===== src/rtl/ram_sp_arbiter.sv =====
// Round-robin arbiter sharing one single-port RAM between two valid/ready requesters.
// Reads are tracked through a tagged shift pipeline so each returns one rspN_valid pulse.
module ram_sp_arbiter #(
  parameter int AddrWidth = 12,
  parameter int DataWidth = 8,
  parameter int Pipelined = 0
) (
  input  logic                 clk,
  input  logic                 rst,
  input  logic                 req0_valid,
  output logic                 req0_ready,
  input  logic                 req0_we,
  input  logic [AddrWidth-1:0] req0_addr,
  input  logic [DataWidth-1:0] req0_wdata,
  input  logic                 req1_valid,
  output logic                 req1_ready,
  input  logic                 req1_we,
  input  logic [AddrWidth-1:0] req1_addr,
  input  logic [DataWidth-1:0] req1_wdata,
  output logic                 rsp0_valid,
  output logic [DataWidth-1:0] rsp0_rdata,
  output logic                 rsp1_valid,
  output logic [DataWidth-1:0] rsp1_rdata,
  output logic                 ram_cen,
  output logic                 ram_rdwen,
  output logic [AddrWidth-1:0] ram_a,
  output logic [DataWidth-1:0] ram_d,
  input  logic [DataWidth-1:0] ram_q,
  output logic                 busy
);

  localparam int Depth = 2 + Pipelined;

  logic                 gnt0, gnt1, accept;
  logic                 sel_we;
  logic [AddrWidth-1:0] sel_addr;
  logic [DataWidth-1:0] sel_wdata;

  logic                 last_q, last_d;
  logic                 cen_q, cen_d;
  logic                 rdwen_q, rdwen_d;
  logic [AddrWidth-1:0] a_q, a_d;
  logic [DataWidth-1:0] d_q, d_d;
  logic [Depth-1:0]     vld_q, vld_d;
  logic [Depth-1:0]     tag_q, tag_d;

  // last_q=1 means port 1 was granted last, so contention favours port 0
  always_comb begin
    gnt0 = 1'b0;
    gnt1 = 1'b0;
    if (!rst) begin
      if (req0_valid && req1_valid) begin
        gnt0 = last_q;
        gnt1 = !last_q;
      end else begin
        gnt0 = req0_valid;
        gnt1 = req1_valid;
      end
    end
  end

  assign req0_ready = gnt0;
  assign req1_ready = gnt1;
  assign accept     = gnt0 | gnt1;
  assign sel_we     = gnt1 ? req1_we    : req0_we;
  assign sel_addr   = gnt1 ? req1_addr  : req0_addr;
  assign sel_wdata  = gnt1 ? req1_wdata : req0_wdata;

  always_comb begin
    last_d  = accept ? gnt1 : last_q;
    cen_d   = !accept;
    rdwen_d = !(accept && sel_we);
    a_d     = accept ? sel_addr : a_q;
    d_d     = (accept && sel_we) ? sel_wdata : d_q;
    vld_d   = {vld_q[Depth-2:0], accept && !sel_we};
    tag_d   = {tag_q[Depth-2:0], gnt1};
  end

  always_ff @(posedge clk) begin
    if (rst) begin
      last_q  <= 1'b1;
      cen_q   <= 1'b1;
      rdwen_q <= 1'b1;
      a_q     <= '0;
      d_q     <= '0;
      vld_q   <= '0;
      tag_q   <= '0;
    end else begin
      last_q  <= last_d;
      cen_q   <= cen_d;
      rdwen_q <= rdwen_d;
      a_q     <= a_d;
      d_q     <= d_d;
      vld_q   <= vld_d;
      tag_q   <= tag_d;
    end
  end

  assign ram_cen    = cen_q;
  assign ram_rdwen  = rdwen_q;
  assign ram_a      = a_q;
  assign ram_d      = d_q;
  assign rsp0_valid = vld_q[Depth-1] && !tag_q[Depth-1];
  assign rsp1_valid = vld_q[Depth-1] &&  tag_q[Depth-1];
  assign rsp0_rdata = ram_q;
  assign rsp1_rdata = ram_q;
  assign busy       = |vld_q;

endmodule


===== config.mk =====
export PLATFORM = sky130hd
export DESIGN_NAME = ram_sp_arbiter
export DESIGN_NICKNAME = d
export VERILOG_FILES = /design/src/rtl/ram_sp_arbiter.sv
export SDC_FILE = /design/constraint.sdc
export NUM_CORES = 1
export LEC_CHECK = 0
export ABC_AREA = 1
export CAP_MARGIN = 0
export CORE_MARGIN = 2
export CORE_UTILIZATION = 34
export DETAILED_ROUTE_END_ITERATION = 10
export GPL_TIMING_DRIVEN = 0
export PLACE_DENSITY_LB_ADDON = 0.3
export RECOVER_POWER = 100
export REMOVE_ABC_BUFFERS = 1
export SETUP_SLACK_MARGIN = 0.2
export SYNTH_ARGS = -nofsm -noshare
export SYNTH_HDL_FRONTEND = slang
export SYNTH_SLANG_ARGS = --single-unit

===== constraint.sdc =====
create_clock -name clk -period 1.5 [get_ports clk]
set_input_delay 0.375 -clock clk [delete_from_list [all_inputs] [get_ports clk]]
set_output_delay 0.375 -clock clk [all_outputs]
set_load 0.02 [all_outputs]

==> impl_results.md <==
* Clock transition at path regs at 0.09 ns
* Layout cells sized above 1 at 13.3%
* GPL Wtd Cong at 0.732
* Grt ovf at 0
* Deepest clock path buffer count at 2
* TritonRoute pass-1 iters at 4
* Cell count after synthesis at 196
* Setup WS pre-CTS at -2.28 ns
* Hold crit path type: in2reg
* Fin. Hold Viols at 0
* Mapped Area at 0.00135 mm²
* DIE HEIGHT at 67.0 µm
* CTS Sinks at 27
* IO buf count at 72
* Post-synth top area share at 40.0%
* Slew HR at 82.6%
* Clock latency at the later pin of the worst-skew pair at 0.27 ns
* Sequential fraction of the synthesis area at 40.0%
* Count of cell types in the netlist at 15
* WHS at 0.356 ns
* Power per cell area at 837 mW/mm²
* Number of synthesized flops with an enable pin at 0
* Post-Route WL at 4.01 mm
* Final HPWL DP at 2.36 mm
* Initial antenna violation count at 0
* Result of the run: finished clean
* YS warnings at 0
* Post-Syn Area per Cell at 6.89 µm²
* Depth of the CTS H-tree at 1
* Slew @ Worst Pin at 0.260 ns
* # rows at 22
* Placed Cells at 292
* ANT nets after route at 0
* Minimum clock period at 1.41 ns
* DRC Markers at 0
* FF+latch count, synth at 27
* Ys async rst share at 0%
* Max-cap violations at 0
* Boundary pin count at 97
* DR iter-0 viols at 62
* Final worst-path cycle share at 93.7%
* Worst VDD drop at 0.000589 V
* Setup violations, final at 0
* Die Width at 67.0 µm
* Clock skew at 0.00428 ns
* Worst-path maximum fanout at 2
* Ant. Diodes at 0
* Worst EP arrival at 1.03 ns
* WS Path Type: reg2out
* Critical Path Start Type: flip-flop
* Cts bufs inserted at 3
* Area Overhead vs Synth at 57.4%
* Non-filler cells, final at 312
* WP data required at 1.12 ns
* Die Area at 0.00449 mm²
* Synth top cells by count: nand2_1 (50), dfxtp_1 (27), nor2_1 (27)
* Vias in the first global route at 1288
* Fill cell count at 377
* Top-count cell post-synth: nand2_1
* Clock root cell: clkbuf_8
* Via/cell ratio at 4.47
* Worst setup EP type: output pin
* Largest net degree at the start of global routing at 20
* Post-synth top flop: dfxtp_1
* Max Slew Vio Count at 0
* Vias after detailed routing at 1394
* RSZ-0062 raised after global routing: true
* Dominant cell type by area after synthesis: dfxtp_1
* Starting Density at 36.1%
* Area contributors post-synth: dfxtp_1 (40%), nand2_1 (14%), buf_4 (11%), o21ai_0 (8.9%), nor2_1 (7.5%)
* CTS tree: built
* Total GRT Usage at 19.3%
* Setup TNS at 0 ns
* Drt wl/cell at 12.9 µm
* Core Footprint at 0.00374 mm²
* First-pass GRT wire length at 6.46 mm
* Leakage at 0.968 nW
* Finished Core Util at 56.8%
* Worst setup margin at 0.0945 ns
* Fmax at 711 MHz
* Final nets at 319
[critical path: stages, from the launching register on]
cell and delay (ns):
dfxtp_1 0.38, nand2_2 0.09, nand3_4 0.11, inv_8 0.05, buf_6 0.12
[registers in the layout, summed over array words and instances (netlist names)]
name	cells
tag_q	2
ram_cen	1
last_q	1
ram_d	8
vld_q	2
ram_a	12
ram_rdwen	1
[stage by stage]
stage | area, µm² | power [mW]
after floorplan | 1160 | 1.06
after global placement | 1940 | 1.34
after detailed placement | 1940 | 1.35
after CTS | 2160 | 1.81
after global routing | 2130 | 1.88
final | 2130 | 1.78
[layout by cell type (no fill, tap or decap), types with 9 or more instances in the layout]
master           synthesis  layout
clkdlybuf4s25_1          0      17
clkbuf_1                 0       9
buf_4                   19       9
clkdlybuf4s50_1          0      42
nand3_1                 14      12
o21ai_0                 24      24
nand2_1                 50      47
inv_1                   22      21
nor2_1                  27      27
dfxtp_1                 27      27
[final timing paths]
path / cells after the start / startpoint / to / slack (ns)
worst max-delay path: 4 / last_q / req1_ready / 0.09
worst min register to register: 2 / tag_q[0] / tag_q[1] / 0.40
worst min-delay path: 2 / rst / tag_q[1] / 0.36
worst max register to register: 7 / last_q / ram_d[3] / 0.15
[power breakdown]
part,total (mW),internal [mW],switching [mW]
logic,0.552,0.269,0.284
clock network,0.412,0.186,0.226
registers,0.815,0.785,0.0303
total,1.78,1.24,0.540
[area by class of cell]
| class | instances | area, µm² | area share (%) |
|---|---|---|---|
| repair buffers | 84 | 766 | 36.0 |
| multi-input cells | 123 | 602 | 28.3 |
| flip-flops and latches | 27 | 541 | 25.4 |
| inverters | 25 | 109 | 5.12 |
| well taps | 48 | 60.1 | 2.82 |
| clock buffers | 3 | 41.3 | 1.94 |
| clock inverters | 1 | 5.00 | 0.235 |
| repair inverters | 1 | 3.75 | 0.176 |
[layer usage]
layer  up-vias  GRT usage (%)  routed length, µm
met5         -              0                  0
met4         0           2.30                 13
met3         2           10.5                419
met2        65           31.1               1780
met1       600           23.1               1800
li1        727              -                  -
[cell families (layout without fill, tap and decap cells)]
group | Yosys count | count (layout) | synth area share [%]
AOI/OAI and AO/OA | 28 | 28 | 10.8
buffers and inverters | 49 | 114 | 21.3
and+or+nand+nor | 92 | 95 | 27.9
DFF | 27 | 27 | 40.0
[timing repair]
item | in CTS | in global routing
pin swaps | 4 | 3
setup endpoints to repair | 52 | 29
gates cloned | 4 | 0
gates resized for setup | 110 | 15
setup buffers | 9 | 3
hold buffers | 0 | 0
Note: power is estimated with default switching activity, not from simulation.
